File: config.mk
export PLATFORM = sky130hd
export DESIGN_NAME = aespim_issue_ctrl
export DESIGN_NICKNAME = d
export VERILOG_FILES = /design/src/rtl/aespim_pkg.sv /design/src/rtl/aespim_req_fifo.sv /design/src/rtl/aespim_issue_ctrl.sv
export SDC_FILE = /design/constraint.sdc
export NUM_CORES = 1
export LEC_CHECK = 0
export CAP_MARGIN = 25
export CORE_UTILIZATION = 30
export CTS_CLUSTER_DIAMETER = 40
export DETAILED_ROUTE_END_ITERATION = 6
export GPL_TIMING_DRIVEN = 0
export MAX_ROUTING_LAYER = met4
export PLACE_DENSITY = 0.55
export SYNTH_ARGS = -nofsm -noshare
export SYNTH_HDL_FRONTEND = slang
export SYNTH_SLANG_ARGS = --single-unit
File: constraint.sdc
create_clock -name clk_i -period 4.5 [get_ports clk_i]
set_input_delay 0.675 -clock clk_i [delete_from_list [all_inputs] [get_ports clk_i]]
set_output_delay 0.675 -clock clk_i [all_outputs]
set_load 0.03 [all_outputs]
File: src/rtl/aespim_pkg.sv
// Shared types for the AES-PIM issue path: op codes, the queued request
// record and the issue controller state encoding.
package aespim_pkg;

  localparam logic [2:0] OP_LD   = 3'd0;
  localparam logic [2:0] OP_ST   = 3'd1;
  localparam logic [2:0] OP_ENCI = 3'd2;
  localparam logic [2:0] OP_ENCM = 3'd3;
  localparam logic [2:0] OP_ENCF = 3'd4;
  localparam logic [2:0] OP_DECI = 3'd5;
  localparam logic [2:0] OP_DECM = 3'd6;
  localparam logic [2:0] OP_DECF = 3'd7;

  localparam int OP_W   = 5;
  localparam int DATA_W = 32;

  typedef struct packed {
    logic [OP_W-1:0]   op;
    logic [DATA_W-1:0] data;
  } aespim_req_t;

  typedef enum logic [1:0] {
    CTRL_IDLE = 2'd0,
    CTRL_RUN  = 2'd1,
    CTRL_HOLD = 2'd2
  } aespim_ctrl_e;

endpackage

File: src/rtl/aespim_req_fifo.sv
// Request FIFO in front of the accelerator. Head is read combinationally;
// flush drops every queued entry and any same-cycle push or pop.
module aespim_req_fifo
  import aespim_pkg::*;
#(
  parameter int DEPTH = 4
) (
  input  logic                     clk_i,
  input  logic                     rst_ni,
  input  logic                     push,
  input  logic                     pop,
  input  logic                     flush,
  input  aespim_req_t              req_in,
  output aespim_req_t              head,
  output logic                     full,
  output logic                     empty,
  output logic [$clog2(DEPTH):0]   count
);

  localparam int AW = $clog2(DEPTH);
  localparam int CW = AW + 1;

  aespim_req_t       mem [DEPTH];
  logic [AW-1:0]     wr_ptr, rd_ptr;
  logic [CW-1:0]     cnt;
  logic              do_push, do_pop;

  assign full    = (cnt == CW'(DEPTH));
  assign empty   = (cnt == '0);
  assign do_push = push && !full && !flush;
  assign do_pop  = pop && !empty && !flush;
  assign head    = mem[rd_ptr];
  assign count   = cnt;

  // Pointers wrap naturally since DEPTH is a power of two.
  always_ff @(posedge clk_i or negedge rst_ni) begin
    if (!rst_ni) begin
      wr_ptr <= '0;
      rd_ptr <= '0;
      cnt    <= '0;
    end else if (flush) begin
      wr_ptr <= '0;
      rd_ptr <= '0;
      cnt    <= '0;
    end else begin
      if (do_push) wr_ptr <= wr_ptr + AW'(1);
      if (do_pop)  rd_ptr <= rd_ptr + AW'(1);
      cnt <= cnt + CW'(do_push) - CW'(do_pop);
    end
  end

  always_ff @(posedge clk_i) begin
    if (do_push) mem[wr_ptr] <= req_in;
  end

endmodule

File: src/rtl/aespim_issue_ctrl.sv
// Issue controller for the AES-PIM datapath: queues core requests, issues one
// per cycle as a start strobe, and returns the same-cycle accelerator result.
module aespim_issue_ctrl
  import aespim_pkg::*;
#(
  parameter int DEPTH = 4
) (
  input  logic              clk_i,
  input  logic              rst_ni,
  input  logic              req_valid_i,
  output logic              req_ready_o,
  input  logic [4:0]        req_op_i,
  input  logic [31:0]       req_data_i,
  output logic              rsp_valid_o,
  input  logic              rsp_ready_i,
  output logic [31:0]       rsp_data_o,
  input  logic              flush_i,
  output logic              acc_start_o,
  output logic [4:0]        acc_op_o,
  output logic [31:0]       acc_data_o,
  input  logic [31:0]       acc_data_i,
  output logic [1:0]        col_o,
  output logic              busy_o
);

  localparam int CW = $clog2(DEPTH) + 1;

  aespim_req_t   req_in, head;
  logic          push, full, empty, issue, slot_free, rsp_nxt;
  logic [CW-1:0] cnt, cnt_nxt;
  logic          rsp_valid_q;
  logic [31:0]   rsp_data_q;
  logic [1:0]    col_q;
  aespim_ctrl_e  ctrl_q, ctrl_d;

  assign req_in    = '{op: req_op_i, data: req_data_i};
  assign req_ready_o = !full;
  assign push      = req_valid_i && !full && !flush_i;
  assign slot_free = !rsp_valid_q || rsp_ready_i;
  assign issue     = !empty && !flush_i && slot_free;

  aespim_req_fifo #(.DEPTH(DEPTH)) u_fifo (
    .clk_i  (clk_i),
    .rst_ni (rst_ni),
    .push   (push),
    .pop    (issue),
    .flush  (flush_i),
    .req_in (req_in),
    .head   (head),
    .full   (full),
    .empty  (empty),
    .count  (cnt)
  );

  assign acc_start_o = issue;
  assign acc_op_o    = empty ? '0 : head.op;
  assign acc_data_o  = issue ? head.data : '0;

  // The result register reloads in the same cycle the previous one is taken,
  // which is what gives back-to-back throughput.
  always_ff @(posedge clk_i or negedge rst_ni) begin
    if (!rst_ni) begin
      rsp_valid_q <= 1'b0;
      rsp_data_q  <= '0;
    end else if (issue) begin
      rsp_valid_q <= 1'b1;
      rsp_data_q  <= acc_data_i;
    end else if (rsp_ready_i) begin
      rsp_valid_q <= 1'b0;
      rsp_data_q  <= '0;
    end
  end

  always_ff @(posedge clk_i or negedge rst_ni) begin
    if (!rst_ni)    col_q <= '0;
    else if (issue) col_q <= col_q + 2'd1;
  end

  assign rsp_valid_o = rsp_valid_q;
  assign rsp_data_o  = rsp_data_q;
  assign col_o       = col_q;

  always_ff @(posedge clk_i or negedge rst_ni) begin
    if (!rst_ni) ctrl_q <= CTRL_IDLE;
    else         ctrl_q <= ctrl_d;
  end

  // HOLD covers both a stalled response and a lone response draining; IDLE is
  // entered only when nothing is queued and nothing is owed to the core.
  always_comb begin
    ctrl_d  = ctrl_q;
    rsp_nxt = issue || (rsp_valid_q && !rsp_ready_i);
    cnt_nxt = flush_i ? '0 : cnt + CW'(push) - CW'(issue);
    if (flush_i)                          ctrl_d = rsp_nxt ? CTRL_HOLD : CTRL_IDLE;
    else if (rsp_valid_q && !rsp_ready_i) ctrl_d = CTRL_HOLD;
    else if (cnt_nxt != '0)               ctrl_d = CTRL_RUN;
    else if (rsp_nxt)                     ctrl_d = CTRL_HOLD;
    else                                  ctrl_d = CTRL_IDLE;
  end

  assign busy_o = (ctrl_q != CTRL_IDLE);

endmodule

==> results.ini <==
[outcome]
status = complete, no violations

[floorplan]
initial_core_util_pct = 30.86
coreArea_um2 = 25470
die_h_um = 163.9
rows = 58
io_pins = 149
fp.dieArea_um2 = 26860
die_w_um = 163.9

[grt]
use_met3_pct = 3.030
grt_use_met2_pct = 22.09
grt_usage_pct = 13.38
met1_usage_pct = 16.35
grt-ovfl-total = 0
grt_start_max_net_pins = 35
antenna_found_initial = 0
grt_pass1_vias = 4357
grt.busiest_layer = met2
grt_pass1_wl_mm = 25.53

[routing]
drtIter0Drc = 190
wl_per_cell_um = 18.39
wirelength_mm = 17.03
vias_per_cell = 4.502
vias = 4169
drc = 0
first_pass_iters = 4
antenna_left = 0

[clock_tree]
cts_buffer_depth = 2
clock_latency_ps = 420
numCtsBuffers = 17
cts_resized = 0
clock-sinks = 192
cts_max_level = 4
cts_tree = yes
cts-hold-fix-buffers = 0
cts_setup_buffers = 0
clkSlewWorstSetupHoldPaths_ps = 70
cts-root-buf = clkbuf_16

[pwr]
powerDensity_nw_per_um2 = 561.3
power.leakage_nw = 3.748
finalPower_mw = 5.865
p_clk_share_pct = 25.1
internal_power_mw = 3.995
net-switching-power_mw = 1.871
swShare_pct = 31.89
seqPwrFrac_pct = 37.9
pwr-share-comb_pct = 37.1
ir_drop_v = 0.0002472

[logic_synthesis]
synth_cell_types = 34
yosys.area.top_type = edfxtp_1
synth_edf_count = 148
synthesis.area_um2 = 7861
yosysSeqAreaShare_pct = 70.54
syn-num-nets = 494
avgSynthCellArea_um2 = 19.13
synthTopCellsByArea = edfxtp_1, dfrtp_1, mux4_2
synth_top_area_share_pct = 56.53
synthFlopType = edfxtp_1
yosys_warnings = 0
ys_seq_elements = 192
async_flop_share_pct = 22.92
synth_cells = 411

[finish]
post-route-util_pct = 41.03
fillers = 2276
postLayoutCellArea_um2 = 10450
area_growth_pct = 32.93
drive_above_1_share_pct = 20.97
nets = 666
stdcell_count = 926
n_antenna_cell = 0

[placed_design]
dp_hpwl_mm = 11.53
place_ws_ps = 424.0
gp_congestion = 0.7136
io_buffers = 148
dpl-instance-area_um2 = 9871
dp.cells = 894

[setup_path]
rrSetupSlack_ps = 1680
slowest_delay_ps = 750
worst_path_most_repeated_cell = clkdlybuf4s50_1
rr_endpoint = u_fifo.count[2]
path_max_fanout = 10
worst_path_max_delay_cell = clkdlybuf4s50_1
r2r_cells = 12
worstSetupPathType = input port to primary output
endpoint_kind = primary output
critPathRequiredTime_ps = 3830
start_kind = input port
crit_chain = clkdlybuf4s50_1, nand2b_1, nand3_4, inv_1, clkbuf_1, and2_1, clkdlybuf4s50_1
arrival_ps = 3360
worstReg2RegStart = u_fifo.count[1]

[run]
drv_cap = 0

[timing]
setup_viol = 0
hold_viol = 0
period_minus_slack_ps = 4036
period_share_pct = 89.69
clock_skew_ps = 9.988
slew_violations = 0
rsz0062_at_grt = no
whs_ps = 125.4
tightest_slew_ps = 724.8
setup_slack_ps = 464.1
relSlewSlack_pct = 51.68
fin_tns_setup_ps = 0
clock.fmax_mhz = 247.8

[hold_path]
hp-class = input port to async pin

## layout by cell type (no fill, tap or decap), drive strengths merged, types with 2 or more instances in the layout
cell type,netlist,final
clkinvlp,0,3
buf,11,17
nor2b,34,34
nand3,4,4
xnor2,3,3
clkinv,0,3
and2,41,41
dfrtp,44,44
nand2b,2,2
xor2,2,2
clkbuf,9,32
ha,7,7
clkdlybuf4s50,0,147
a21oi,3,3
mux2,32,32
mux4,37,37
fa,2,2
edfxtp,148,148
nor3,3,3
o21ai,6,6
nor2,3,3
inv,12,15
## worst max path at each step
stage,from,to,cells after the start
floorplan,rsp_ready_i,ctrl_q[1],10
global placement,rsp_ready_i,acc_data_o[28],7
detailed placement,rsp_ready_i,acc_data_o[28],7
CTS,rsp_ready_i,acc_data_o[28],7
global route,rsp_ready_i,acc_data_o[28],7
finish,rsp_ready_i,acc_data_o[28],7
## cells in the mapped netlist (2+ instances only)
| library cell | count |
|---|---|
| mux2_2 | 7 |
| ha_1 | 7 |
| o21ai_0 | 6 |
| inv_1 | 12 |
| mux4_2 | 37 |
| and2_2 | 5 |
| buf_2 | 3 |
| nor2_1 | 3 |
| edfxtp_1 | 148 |
| xnor2_1 | 3 |
| and2_1 | 36 |
| buf_4 | 2 |
| mux2_4 | 25 |
| fa_1 | 2 |
| nor2b_1 | 34 |
| xor2_1 | 2 |
| nand2b_1 | 2 |
| nor3_1 | 3 |
| buf_12 | 4 |
| dfrtp_1 | 44 |
| nand3_1 | 3 |
| a21oi_1 | 3 |
| clkbuf_1 | 9 |
## logic make-up after synthesis
family / share of synthesized area (%)
DFF: 70.54
xor gates and xnor gates: 0.5572
AOI/OAI and AO/OA: 1.019
buffers and inverters: 2.594
and+or+nand+nor: 7.290
muxes: 16.38
adders and majority gates: 1.623
## registers in the layout, indices dropped and copies added (netlist names)
| signal | cells |
|---|---|
| col_o | 2 |
| ctrl_q | 2 |
| rsp_data_o | 32 |
| rsp_valid_o | 1 |
| u_fifo.count | 3 |
| u_fifo.mem | 148 |
| u_fifo.rd_ptr | 2 |
| u_fifo.wr_ptr | 2 |
## layer usage
metal	wire, um	part of all wire (%)
met1	7438	44
met2	8793	52
met3	581	3.4
met4	219	1.3
met5	0	0
## critical path, delay by kind of cell
kind                   cells  cell delay [ps]
buffers and inverters      4             2030
AND/OR/NAND/NOR            3              640
## layout make-up
class / instances / area [um2] / area share, %
Tap cell: 330 / 412.9 / 3.951
Multi-Input combinational cell: 187 / 2117 / 20.26
Clock inverter: 9 / 67.56 / 0.6466
Buffer: 20 / 158.9 / 1.521
Sequential cell: 192 / 5545 / 53.07
Clock buffer: 23 / 511.7 / 4.897
Timing Repair Buffer: 153 / 1592 / 15.23
Inverter: 12 / 45.04 / 0.4310
## power groups by stage
stage | combinational [mW] | clock (mW) | sequential (mW)
floorplan | 1.20 | 0 | 2.46
global placement | 2.18 | 0 | 2.25
detailed placement | 2.22 | 0 | 2.26
CTS | 2.22 | 1.51 | 2.22
global route | 2.31 | 1.57 | 2.24
finish | 2.18 | 1.47 | 2.22
No activity file was read; power rests on OpenSTA's default activity.
